--- src/rtl/prog_sequencer_pkg.sv ---
// Shared types and program start-address table for the program sequencer.
package prog_seq_pkg;

    localparam int unsigned DEF_PC_W = 10;

    typedef enum logic [1:0] {
        IDLE = 2'd0,
        LOAD = 2'd1,
        RUN  = 2'd2,
        DONE = 2'd3
    } seq_state_t;

    localparam logic [DEF_PC_W-1:0] START1 = 10'd0;
    localparam logic [DEF_PC_W-1:0] START2 = 10'd256;
    localparam logic [DEF_PC_W-1:0] START3 = 10'd512;

    function automatic logic [DEF_PC_W-1:0] start_pc(input logic [1:0] id);
        logic [DEF_PC_W-1:0] pc;
        case (id)
            2'd2:    pc = START2;
            2'd3:    pc = START3;
            default: pc = START1;
        endcase
        return pc;
    endfunction

endpackage

--- src/rtl/prog_sequencer_if.sv ---
// Request/acknowledge and core-control bundle between the bench/core side and the sequencer.
interface prog_sequencer_if #(
    parameter int unsigned PC_W  = 10,
    parameter int unsigned CNT_W = 16
);
    logic             req;
    logic             halt;
    logic             ack;
    logic             pc_load;
    logic [PC_W-1:0]  pc_start;
    logic             run;
    logic [1:0]       prog_id;
    logic [CNT_W-1:0] cycles;
    logic             timeout;

    modport master (
        output req, halt,
        input  ack, pc_load, pc_start, run, prog_id, cycles, timeout
    );

    modport slave (
        input  req, halt,
        output ack, pc_load, pc_start, run, prog_id, cycles, timeout
    );
endinterface

--- src/rtl/prog_sequencer_sat_counter.sv ---
// Saturating up-counter; at_limit flags that the next enabled edge reaches LIMIT.
module sat_counter #(
    parameter int unsigned   W     = 16,
    parameter logic [W-1:0]  LIMIT = '1
) (
    input  logic         clk,
    input  logic         reset,
    input  logic         clr,
    input  logic         en,
    output logic [W-1:0] count,
    output logic         at_limit
);
    localparam logic [W-1:0] LimitM1 = LIMIT - 1'b1;

    logic [W-1:0] count_q, count_d;

    always_comb begin
        count_d = count_q;
        if (clr) begin
            count_d = '0;
        end else if (en && (count_q != LIMIT)) begin
            count_d = count_q + 1'b1;
        end
    end

    always_ff @(posedge clk) begin
        if (reset) begin
            count_q <= '0;
        end else begin
            count_q <= count_d;
        end
    end

    assign count    = count_q;
    assign at_limit = (count_q == LimitM1);
endmodule

--- src/rtl/prog_sequencer.sv ---
// Launches programs 1->2->3->1 on each accepted req, runs the core until halt or watchdog,
// then raises ack; all outputs registered.
module prog_sequencer
    import prog_seq_pkg::*;
#(
    parameter int unsigned      PC_W  = 10,
    parameter int unsigned      CNT_W = 16,
    parameter logic [CNT_W-1:0] WDOG  = 16'hFFFF
) (
    input  logic              clk,
    input  logic              reset,
    prog_sequencer_if.slave   bus
);
    seq_state_t      state_q, state_d;
    logic            ack_q, ack_d;
    logic            pc_load_q, pc_load_d;
    logic            run_q, run_d;
    logic            timeout_q, timeout_d;
    logic [1:0]      prog_id_q, prog_id_d;
    logic [PC_W-1:0] pc_start_q, pc_start_d;
    logic [1:0]      next_id;
    logic            accept;
    logic            at_limit;
    logic            cnt_en;

    assign next_id = (prog_id_q == 2'd3) ? 2'd1 : prog_id_q + 2'd1;
    assign cnt_en  = (state_q == RUN);

    always_comb begin
        state_d    = state_q;
        ack_d      = ack_q;
        pc_load_d  = 1'b0;
        run_d      = run_q;
        timeout_d  = timeout_q;
        prog_id_d  = prog_id_q;
        pc_start_d = pc_start_q;
        accept     = 1'b0;
        case (state_q)
            IDLE, DONE: begin
                if (bus.req) begin
                    accept     = 1'b1;
                    state_d    = LOAD;
                    ack_d      = 1'b0;
                    timeout_d  = 1'b0;
                    prog_id_d  = next_id;
                    pc_start_d = PC_W'(start_pc(next_id));
                    pc_load_d  = 1'b1;
                    run_d      = 1'b0;
                end
            end
            LOAD: begin
                state_d = RUN;
                run_d   = 1'b1;
            end
            RUN: begin
                // Halt has priority over a coincident watchdog expiry.
                if (bus.halt) begin
                    state_d = DONE;
                    ack_d   = 1'b1;
                    run_d   = 1'b0;
                end else if (at_limit) begin
                    state_d   = DONE;
                    ack_d     = 1'b1;
                    run_d     = 1'b0;
                    timeout_d = 1'b1;
                end
            end
            default: state_d = IDLE;
        endcase
    end

    always_ff @(posedge clk) begin
        if (reset) begin
            state_q    <= IDLE;
            ack_q      <= 1'b0;
            pc_load_q  <= 1'b0;
            run_q      <= 1'b0;
            timeout_q  <= 1'b0;
            prog_id_q  <= 2'd0;
            pc_start_q <= PC_W'(START1);
        end else begin
            state_q    <= state_d;
            ack_q      <= ack_d;
            pc_load_q  <= pc_load_d;
            run_q      <= run_d;
            timeout_q  <= timeout_d;
            prog_id_q  <= prog_id_d;
            pc_start_q <= pc_start_d;
        end
    end

    sat_counter #(
        .W     (CNT_W),
        .LIMIT (WDOG)
    ) u_cycles (
        .clk      (clk),
        .reset    (reset),
        .clr      (accept),
        .en       (cnt_en),
        .count    (bus.cycles),
        .at_limit (at_limit)
    );

    assign bus.ack      = ack_q;
    assign bus.pc_load  = pc_load_q;
    assign bus.run      = run_q;
    assign bus.timeout  = timeout_q;
    assign bus.prog_id  = prog_id_q;
    assign bus.pc_start = pc_start_q;
endmodule

--- src/flat_wrapper.sv ---
// flat-port wrapper written by rule: the top's interface ports become plain ports
module prog_sequencer_flat import prog_seq_pkg::*;
#(
    parameter int unsigned      PC_W  = 10,
    parameter int unsigned      CNT_W = 16,
    parameter logic [CNT_W-1:0] WDOG  = 16'hFFFF
)
  (clk, reset, bus_req, bus_halt, bus_ack, bus_pc_load, bus_pc_start, bus_run, bus_prog_id, bus_cycles, bus_timeout);
  prog_sequencer_if #(.PC_W(PC_W), .CNT_W(CNT_W)) bus_i ();
  input  logic clk;
  input  logic reset;
  input wire logic [$bits(bus_i.req)-1:0] bus_req;
  input wire logic [$bits(bus_i.halt)-1:0] bus_halt;
  output wire logic [$bits(bus_i.ack)-1:0] bus_ack;
  output wire logic [$bits(bus_i.pc_load)-1:0] bus_pc_load;
  output wire logic [$bits(bus_i.pc_start)-1:0] bus_pc_start;
  output wire logic [$bits(bus_i.run)-1:0] bus_run;
  output wire logic [$bits(bus_i.prog_id)-1:0] bus_prog_id;
  output wire logic [$bits(bus_i.cycles)-1:0] bus_cycles;
  output wire logic [$bits(bus_i.timeout)-1:0] bus_timeout;
  assign bus_i.req = bus_req;
  assign bus_i.halt = bus_halt;
  assign bus_ack = bus_i.ack;
  assign bus_pc_load = bus_i.pc_load;
  assign bus_pc_start = bus_i.pc_start;
  assign bus_run = bus_i.run;
  assign bus_prog_id = bus_i.prog_id;
  assign bus_cycles = bus_i.cycles;
  assign bus_timeout = bus_i.timeout;
  prog_sequencer #(.PC_W(PC_W), .CNT_W(CNT_W), .WDOG(WDOG)) u_core (.clk(clk), .reset(reset), .bus(bus_i));
endmodule
--- config.mk ---
export PLATFORM = sky130hd
export DESIGN_NAME = prog_sequencer_flat
export DESIGN_NICKNAME = d
export VERILOG_FILES = /design/src/rtl/prog_sequencer_pkg.sv /design/src/rtl/prog_sequencer_if.sv /design/src/rtl/prog_sequencer_sat_counter.sv /design/src/rtl/prog_sequencer.sv /design/src/flat_wrapper.sv
export SDC_FILE = /design/constraint.sdc
export NUM_CORES = 1
export LEC_CHECK = 0
export BUFFER_PORTS_ARGS = -buffer_cell sky130_fd_sc_hd__buf_2
export CAP_MARGIN = 20
export CORE_MARGIN = 2
export CORE_UTILIZATION = 40
export CTS_CLUSTER_DIAMETER = 100
export DETAILED_ROUTE_END_ITERATION = 12
export PLACE_DENSITY = 0.67
export SLEW_MARGIN = 20
export SYNTH_ARGS = -nofsm -noshare
export SYNTH_HDL_FRONTEND = slang
export SYNTH_HIERARCHICAL = 1
export SYNTH_SLANG_ARGS = --single-unit
--- constraint.sdc ---
create_clock -name clk -period 4.7 [get_ports clk]
set_input_delay 0.94 -clock clk [delete_from_list [all_inputs] [get_ports clk]]
set_output_delay 0.94 -clock clk [all_outputs]
set_load 0.01 [all_outputs]
* After elaboration in Yosys (flattened, before gate mapping)
Index checks and enable logic that the tools add are counted.
Storage, ports and cells: register bits 34, bits of input ports 4, output and inout port bits 32, word-level logic and storage cells 48
Cells by class: add/sub/neg operators 2, equality and inequality tests 12, multiplexer cells 17, reduce and logical (&&, ||, !) cells 9
Operator list (count):
- 10-bit case mux with 2 select lines | 1
- 16-bit by 1-bit adder with 16-bit output (second input constant) | 1
- 16-bit == test (second input constant) | 1
- 16-bit != test (second input constant) | 1
- 2-bit == test (second input constant) | 5
- 1-bit 2-to-1 mux | 8
- 2-bit 2-to-1 mux | 4
- 2-bit case mux with 3 select lines | 1
- 2-bit != test (second input constant) | 2
- 1-bit case mux with 2 select lines | 2
- 2-bit AND reduction | 2
- 4-bit AND reduction | 1
- 2-bit OR reduction | 2
- 3-bit by 2-bit != test with 1-bit output (second input constant) | 1
- 1-bit case mux with 3 select lines | 1
- 3-bit AND reduction | 1
- 2-bit by 1-bit adder with 2-bit output (second input constant) | 1
- 2-bit by 1-bit == test with 1-bit output (second input constant) | 1
- 2-bit zero test | 1
- 2-bit by 1-bit != test with 1-bit output (second input constant) | 1
- 2-bit nonzero test | 1
- 1-bit logical AND | 1

* Longest topological paths before layout
Gate-level depths: netlist of run 1.
depth after elaboration 4, depth in mapped cells 8, gate-level depth less buffers 8

* Modules after synthesis
Netlist of run 1, hierarchy kept.
By module, submodules not included:
- sat_counter | times used 1, cells each 99, area each 870.8 µm², sequential area each 320.3 µm²
- prog_sequencer | times used 1, cells each 67, area each 584.3 µm², sequential area each 200.2 µm²

* Worst setup path before layout of run 1
OpenSTA, ideal clock, no wires.
kind reg-to-reg, start point register u_core.u_cycles.count_q[8] (netlist: u_core/u_cycles/count[8]), end point register u_core.ack_q (netlist: u_core/bus.ack), library setup time 0.070 ns, arrival time 2.090 ns, data required time 4.630 ns, slack 2.540 ns, cell stages (with the launch flop) 7, buffers on the path 0, clock period less this slack 2.160 ns, cells stage by stage dfxtp_1 -> nand4_1 -> or2_1 -> nor3_1 -> nor3b_4 -> or4b_1 -> a21oi_1
Between the ends: word-level cells in the longest chain between the ends 3
Ends and longest elaborated chain:
- start, declared | line prog_sequencer_sat_counter.sv:15 | logic [W-1:0] count_q, count_d;
- start signal, assigned | line prog_sequencer_sat_counter.sv:30 | count_q <= count_d;
- 16-bit == test | line prog_sequencer_sat_counter.sv:35 | assign at_limit = (count_q == LimitM1);
- via u_core.at_limit | line prog_sequencer.sv:23 | logic at_limit;
- 3-bit by 2-bit != test with 1-bit output (no source line)
- 3-bit AND reduction (no source line)
- end signal, assigned | line prog_sequencer.sv:83 | ack_q <= ack_d;
- end, declared | line prog_sequencer.sv:15 | logic ack_q, ack_d;
The timed path passes the listed nets, and every way through them passes these cells. A chain may end at the register's enable or synchronous reset.

* Worst setup path in the final report of run 1
Ends and elaborated chain as after synthesis.

==> results of run 1 <==
## power breakdown
| group | switching [W] | total [W] | internal (W) |
|---|---|---|---|
| sequential | 0.0000238 | 0.000273 | 0.000250 |
| combinational | 0.000134 | 0.000228 | 0.0000933 |
| clock | 0.0000596 | 0.0000896 | 0.0000299 |
| total | 0.000218 | 0.000591 | 0.000373 |
## stage by stage
step / hold slack [ns] / cell area, um2 / instances / total power (W) / utilization
5_1_grt: 0.494 / 1620 / 238 / 0.000643 / 0.475
2_1_floorplan: 0.480 / 1480 / 173 / 0.000452 / -
6_report: 0.471 / 1620 / 238 / 0.000591 / 0.475
3_5_place_dp: 0.452 / 1600 / 235 / 0.000508 / 0.469
3_3_place_gp: 0.453 / 1600 / 235 / 0.000499 / 0.469
4_1_cts: 0.478 / 1620 / 238 / 0.000602 / 0.475
## critical path: cells and delay by family (launching register included)
kind | cells | cell delay, ns
and+or+nand+nor | 5 | 1.67
AOI/OAI and AO/OA | 1 | 0.13
DFF | 1 | 0.48
## placed cells by master (no fill, tap or decap), types with 4 or more instances in the layout
cell type	count
a21oi_1	16
nand3_1	4
nor2_1	11
inv_1	9
nand4_1	5
or2_2	4
or3_1	8
ha_1	9
buf_2	27
o21ai_0	9
dfxtp_1	26
conb_1	8
nand2_1	12
## layer usage
metal | vias to the layer above | global-route usage
met5 | - | 0
met2 | 50 | 0.273
met4 | 0 | 0.0559
met3 | 4 | 0.0370
li1 | 643 | -
met1 | 601 | 0.185
## state kept, by name (all words and copies together) (netlist names)
name	count
u_core/bus.ack	1
u_core/bus.timeout	1
u_core/state_q	2
u_core/bus.pc_load	1
u_core/bus.run	1
u_core/bus.pc_start	2
u_core/u_cycles/count	16
u_core/bus.prog_id	2
## cell type report
type	count	area, um2
Clock buffer	3	22.5
Fill cell	363	1790
Inverter	9	33.8
Multi-Input combinational cell	126	847
Sequential cell	26	520
Tap cell	46	57.6
Timing Repair Buffer	28	143
## cells by family (layout without fill, tap and decap cells)
family / Yosys count / in the layout / synth area share
compound gates: 38 / 38 / 0.161
flops: 26 / 26 / 0.358
mux: 2 / 2 / 0.0138
other cells: 1 / 8 / 0.00258
fa+ha+maj: 9 / 9 / 0.0774
buf+inv: 21 / 40 / 0.0782
xor+xnor: 3 / 3 / 0.0181
simple gates: 66 / 66 / 0.291
## final timing paths
path	from	endpoint	slack (ns)
worst max-delay path	u_core/u_cycles/count[8]$_SDFFE_PP0P_	u_core/bus.ack$_SDFFE_PP0P_	2.37
worst min-delay path	u_core/bus.pc_start[8]$_SDFFE_PP0P_	u_core/bus.pc_start[8]$_SDFFE_PP0P_	0.47
worst max register to register	u_core/u_cycles/count[8]$_SDFFE_PP0P_	u_core/bus.ack$_SDFFE_PP0P_	2.37
worst min register to register	u_core/bus.pc_start[8]$_SDFFE_PP0P_	u_core/bus.pc_start[8]$_SDFFE_PP0P_	0.47
==> qor.yml, run 1 <==
outcome: "finished clean"
clk_path_buf_depth: 2
rows: 21
numPortBuffers: 27
yosysUniqueCellTypes: 42
cts_tree: "yes"
n_antenna_cell: 0
post_cts_buffers: 0
die_area_um2: 4140
antenna_left: 0
worstSetupPathType: "flop to flop"
fmax_ghz: 0.428
cts-htree-levels: 1
synth.most_common_cell: "dfxtp_1"
clk_latency_ns: 0.31
cts_sinks: 26
synth.area.top_cells: "dfxtp_1 36%, ha_1 7.7%, a21oi_1 5.5%, buf_4 4.6%, or3_1 3.4%"
max_cap_viol_count: 0
min_period_ns: 2.33
final.setup.tns_ns: 0
start_util: 0.426
chipHeight_um: 64.3
grt_pass1_wl_um: 5130
slowest_stage: "or4b_1"
path_cells: "nand4_1, or2_1, nor3_1, nor3b_4, or4b_1, a21oi_1"
setup_ws_ns: 2.37
wirelength_um: 3000
syn_area_um2: 1460
synth-async-reset-ratio: 0
dp_slack_ns: 2.40
ir_drop_v: 0.000217
grt_overflow_total: 0
first_pass_iters: 4
grt_max_degree: 16
worstPathMaxFanout: 8
drt_first_iter_violations: 62
drc: 0
ys_warn_count: 6
dr_wl_met2_um: 1450
pin_count: 36
ys_ff_latch: 26
yosys.area.top_type: "dfxtp_1"
hold_path_class: "flop to flop"
root_buffer: "clkbuf_4"
die_w_um: 64.3
path_clk_slew_ns: 0.13
met1_length_um: 1310
worst_setup_path_start_kind: "flop"
wl_per_cell_um: 12.6
rsz0062_at_grt: "no"
dpl.hpwl_um: 2310
area_growth_pct: 11.6
synth_cells: 166
antenna_found_initial: 0
post_cts_resized: 0
ys_top_cells_by_count: "26 x dfxtp_1, 16 x a21oi_1, 12 x nand2_1"
cellPowerDensity_nw_per_um2: 364
netlist.area_leader.share: 0.358
cts_buffers: 3
synth-seq-area-share: 0.358
slowest_delay_ns: 0.54
vias: 1298
grt_pass1_vias: 1138
rr_worst_depth: 6
finClkSkew_ns: 0.00185
final_max_slew_viol_count: 0
avgViaCountPerCell: 5.45
syn_area_per_cell_um2: 8.77
cp-end-kind: "flop"
met3_length_um: 196
nNetsFinal: 207
grtUsageTotal: 0.156
fin_crit_sh: 0.497
setup_violations: 0
holdPathStages: 2
ys.flop_type: "dfxtp_1"
gp_congestion: 0.845
highest_layer: "met4"
critPathRequiredTime_ns: 4.95
power.leakage_nw: 0.682
core_um2: 3420
ctsHoldBuffers: 0
finalHoldViolCount: 0
layout-drive-gt1-share: 0.234
cp.arrival_ns: 2.59
synth_edf_count: 0
No activity file was read; power rests on OpenSTA's default activity.
==> run 2, diff against run 1 <==
--- a/config.mk
+++ b/config.mk
@@ -11,7 +11,7 @@
 export CORE_UTILIZATION = 40
 export CTS_CLUSTER_DIAMETER = 100
 export DETAILED_ROUTE_END_ITERATION = 12
-export PLACE_DENSITY = 0.67
+export PLACE_DENSITY = 0.69
 export SLEW_MARGIN = 20
 export SYNTH_ARGS = -nofsm -noshare
 export SYNTH_HDL_FRONTEND = slang
==> constraint.sdc (replaced) <==
create_clock -name clk -period 2 [get_ports clk]
set_input_delay 0.4 -clock clk [delete_from_list [all_inputs] [get_ports clk]]
set_output_delay 0.4 -clock clk [all_outputs]
set_load 0.01 [all_outputs]
==> qor.yml, run 2 (synthesis results as in run 1) <==
slowest_stage: "or4_4"
grt_use_met3: 0.0387
n_antenna_cell: 0
cts_tree: "yes"
post_cts_resized: 0
worstPathMaxFanout: 4
largest_reg_flops: 16
grt_overflow_total: 0
path_clk_slew_ns: 0.13
nNetsFinal: 225
use_met2: 0.290
chipHeight_um: 64.3
path_cells: "inv_1, ha_2, nand4_4, or4_4, or4_1, a21oi_1"
rows: 21
setup_ws_ns: 0.102
start_util: 0.426
dpl.hpwl_um: 2460
final.setup.tns_ns: 0
min_period_ns: 1.90
root_buffer: "clkbuf_4"
cp-end-kind: "flop"
worst_setup_path_start_kind: "flop"
area_growth_pct: 22.0
drt_first_iter_violations: 123
vias: 1363
die_area_um2: 4140
fmax_ghz: 0.527
layout_commonest_cell: "buf_2"
layout-drive-gt1-share: 0.329
antenna_left: 0
cp.arrival_ns: 2.16
use_met1: 0.208
dp_slack_ns: 0.131
avgViaCountPerCell: 5.32
grt_max_degree: 16
final_cell_mix: "27 x buf_2, 23 x dfxtp_1, 19 x buf_4, 16 x a21oi_1, 12 x nand2_1"
fin_crit_sh: 0.949
critPathRequiredTime_ns: 2.26
holdWs_ns: 0.406
ir_drop_v: 0.000564
numPortBuffers: 27
wl_per_cell_um: 12.4
power.leakage_nw: 0.774
cts_sinks: 26
path_buf_inv: 1
utilization: 0.520
top_usage_layer: "met2"
grt_pass1_vias: 1270
max_cap_viol_count: 0
setup_violations: 0
cts-htree-levels: 1
finClkSkew_ns: 0.00462
antenna_found_initial: 0
outcome: "finished clean"
ctsHoldBuffers: 0
wirelength_um: 3170
first_pass_iters: 4
clk_latency_ns: 0.32
post_cts_buffers: 0
hold_path_class: "input pin to flop"
fillers: 333
die_w_um: 64.3
core_um2: 3420
gp_congestion: 0.827
cellPowerDensity_nw_per_um2: 820
clk_path_buf_depth: 2
cts_buffers: 3
critPathTopFamily: "simple AND/OR/NAND/NOR gates"
drc: 0
slowest_delay_ns: 0.50
finalHoldViolCount: 0
final_max_slew_viol_count: 0
grt_pass1_wl_um: 5590
worstSetupPathType: "flop to flop"
pin_count: 36
grtUsageTotal: 0.169
==> run 2: cell count changes in the layout (fill, tap and decap cells not counted) <==
| cell | change |
|---|---|
| a211oi_1 | -1 |
| a211oi_2 | +1 |
| buf_4 | +18 |
| dfxtp_1 | -3 |
| dfxtp_2 | +3 |
| ha_1 | -1 |
| ha_2 | +1 |
| nor3_1 | -1 |
| nor3_2 | +1 |
==> run 2: through the flow <==
stage	std cells	instance area (um2)	total power [W]
global placement	253	1750	0.00123
global route	256	1780	0.00159
CTS	256	1770	0.00147
detailed placement	253	1750	0.00125
floorplan	173	1490	0.00106
finish	256	1780	0.00146
==> run 2: worst paths after layout <==
check | slack (ns) | end | startpoint | depth (start not counted)
min reg2reg | 0.47 | u_core/bus.pc_start[9]$_SDFFE_PP0P_ | u_core/bus.pc_start[9]$_SDFFE_PP0P_ | 2
max | 0.10 | u_core/u_cycles/count[15]$_SDFFE_PP0P_ | u_core/state_q[0]$_SDFFE_PP0P_ | 6
max reg2reg | 0.10 | u_core/u_cycles/count[15]$_SDFFE_PP0P_ | u_core/state_q[0]$_SDFFE_PP0P_ | 6
min | 0.41 | u_core/bus.pc_load$_SDFF_PP0_ | reset | 2
==> run 2: final cells by class <==
| type | instances | area (um2) | area share |
|---|---|---|---|
| Sequential cell | 26 | 524 | 0.295 |
| Multi-Input combinational cell | 126 | 860 | 0.484 |
| Tap cell | 46 | 57.6 | 0.0324 |
| Inverter | 9 | 33.8 | 0.0190 |
| Clock buffer | 3 | 22.5 | 0.0127 |
| Timing Repair Buffer | 46 | 278 | 0.156 |
==> run 2: report_power, final <==
group	total [W]	switching (W)	leakage [nW]	internal [W]
Sequential	0.000642	0.0000556	0.213	0.000587
Combinational	0.000594	0.000333	0.548	0.000261
Clock	0.000219	0.000149	0.0138	0.0000705
Total	0.00146	0.000537	0.774	0.000918
==> run 2: routing by layer <==
layer | share of wire | wire (um)
met1 | 0.42 | 1330
met2 | 0.50 | 1600
met3 | 0.062 | 196
met4 | 0.014 | 46
met5 | 0 | 0
==> run 2: worst register-to-register path, stage by stage (launching register included) <==
cell and delay, ns:
dfxtp_1 0.36, inv_1 0.11, ha_2 0.22, nand4_4 0.11
or4_4 0.50, or4_1 0.40, a21oi_1 0.14
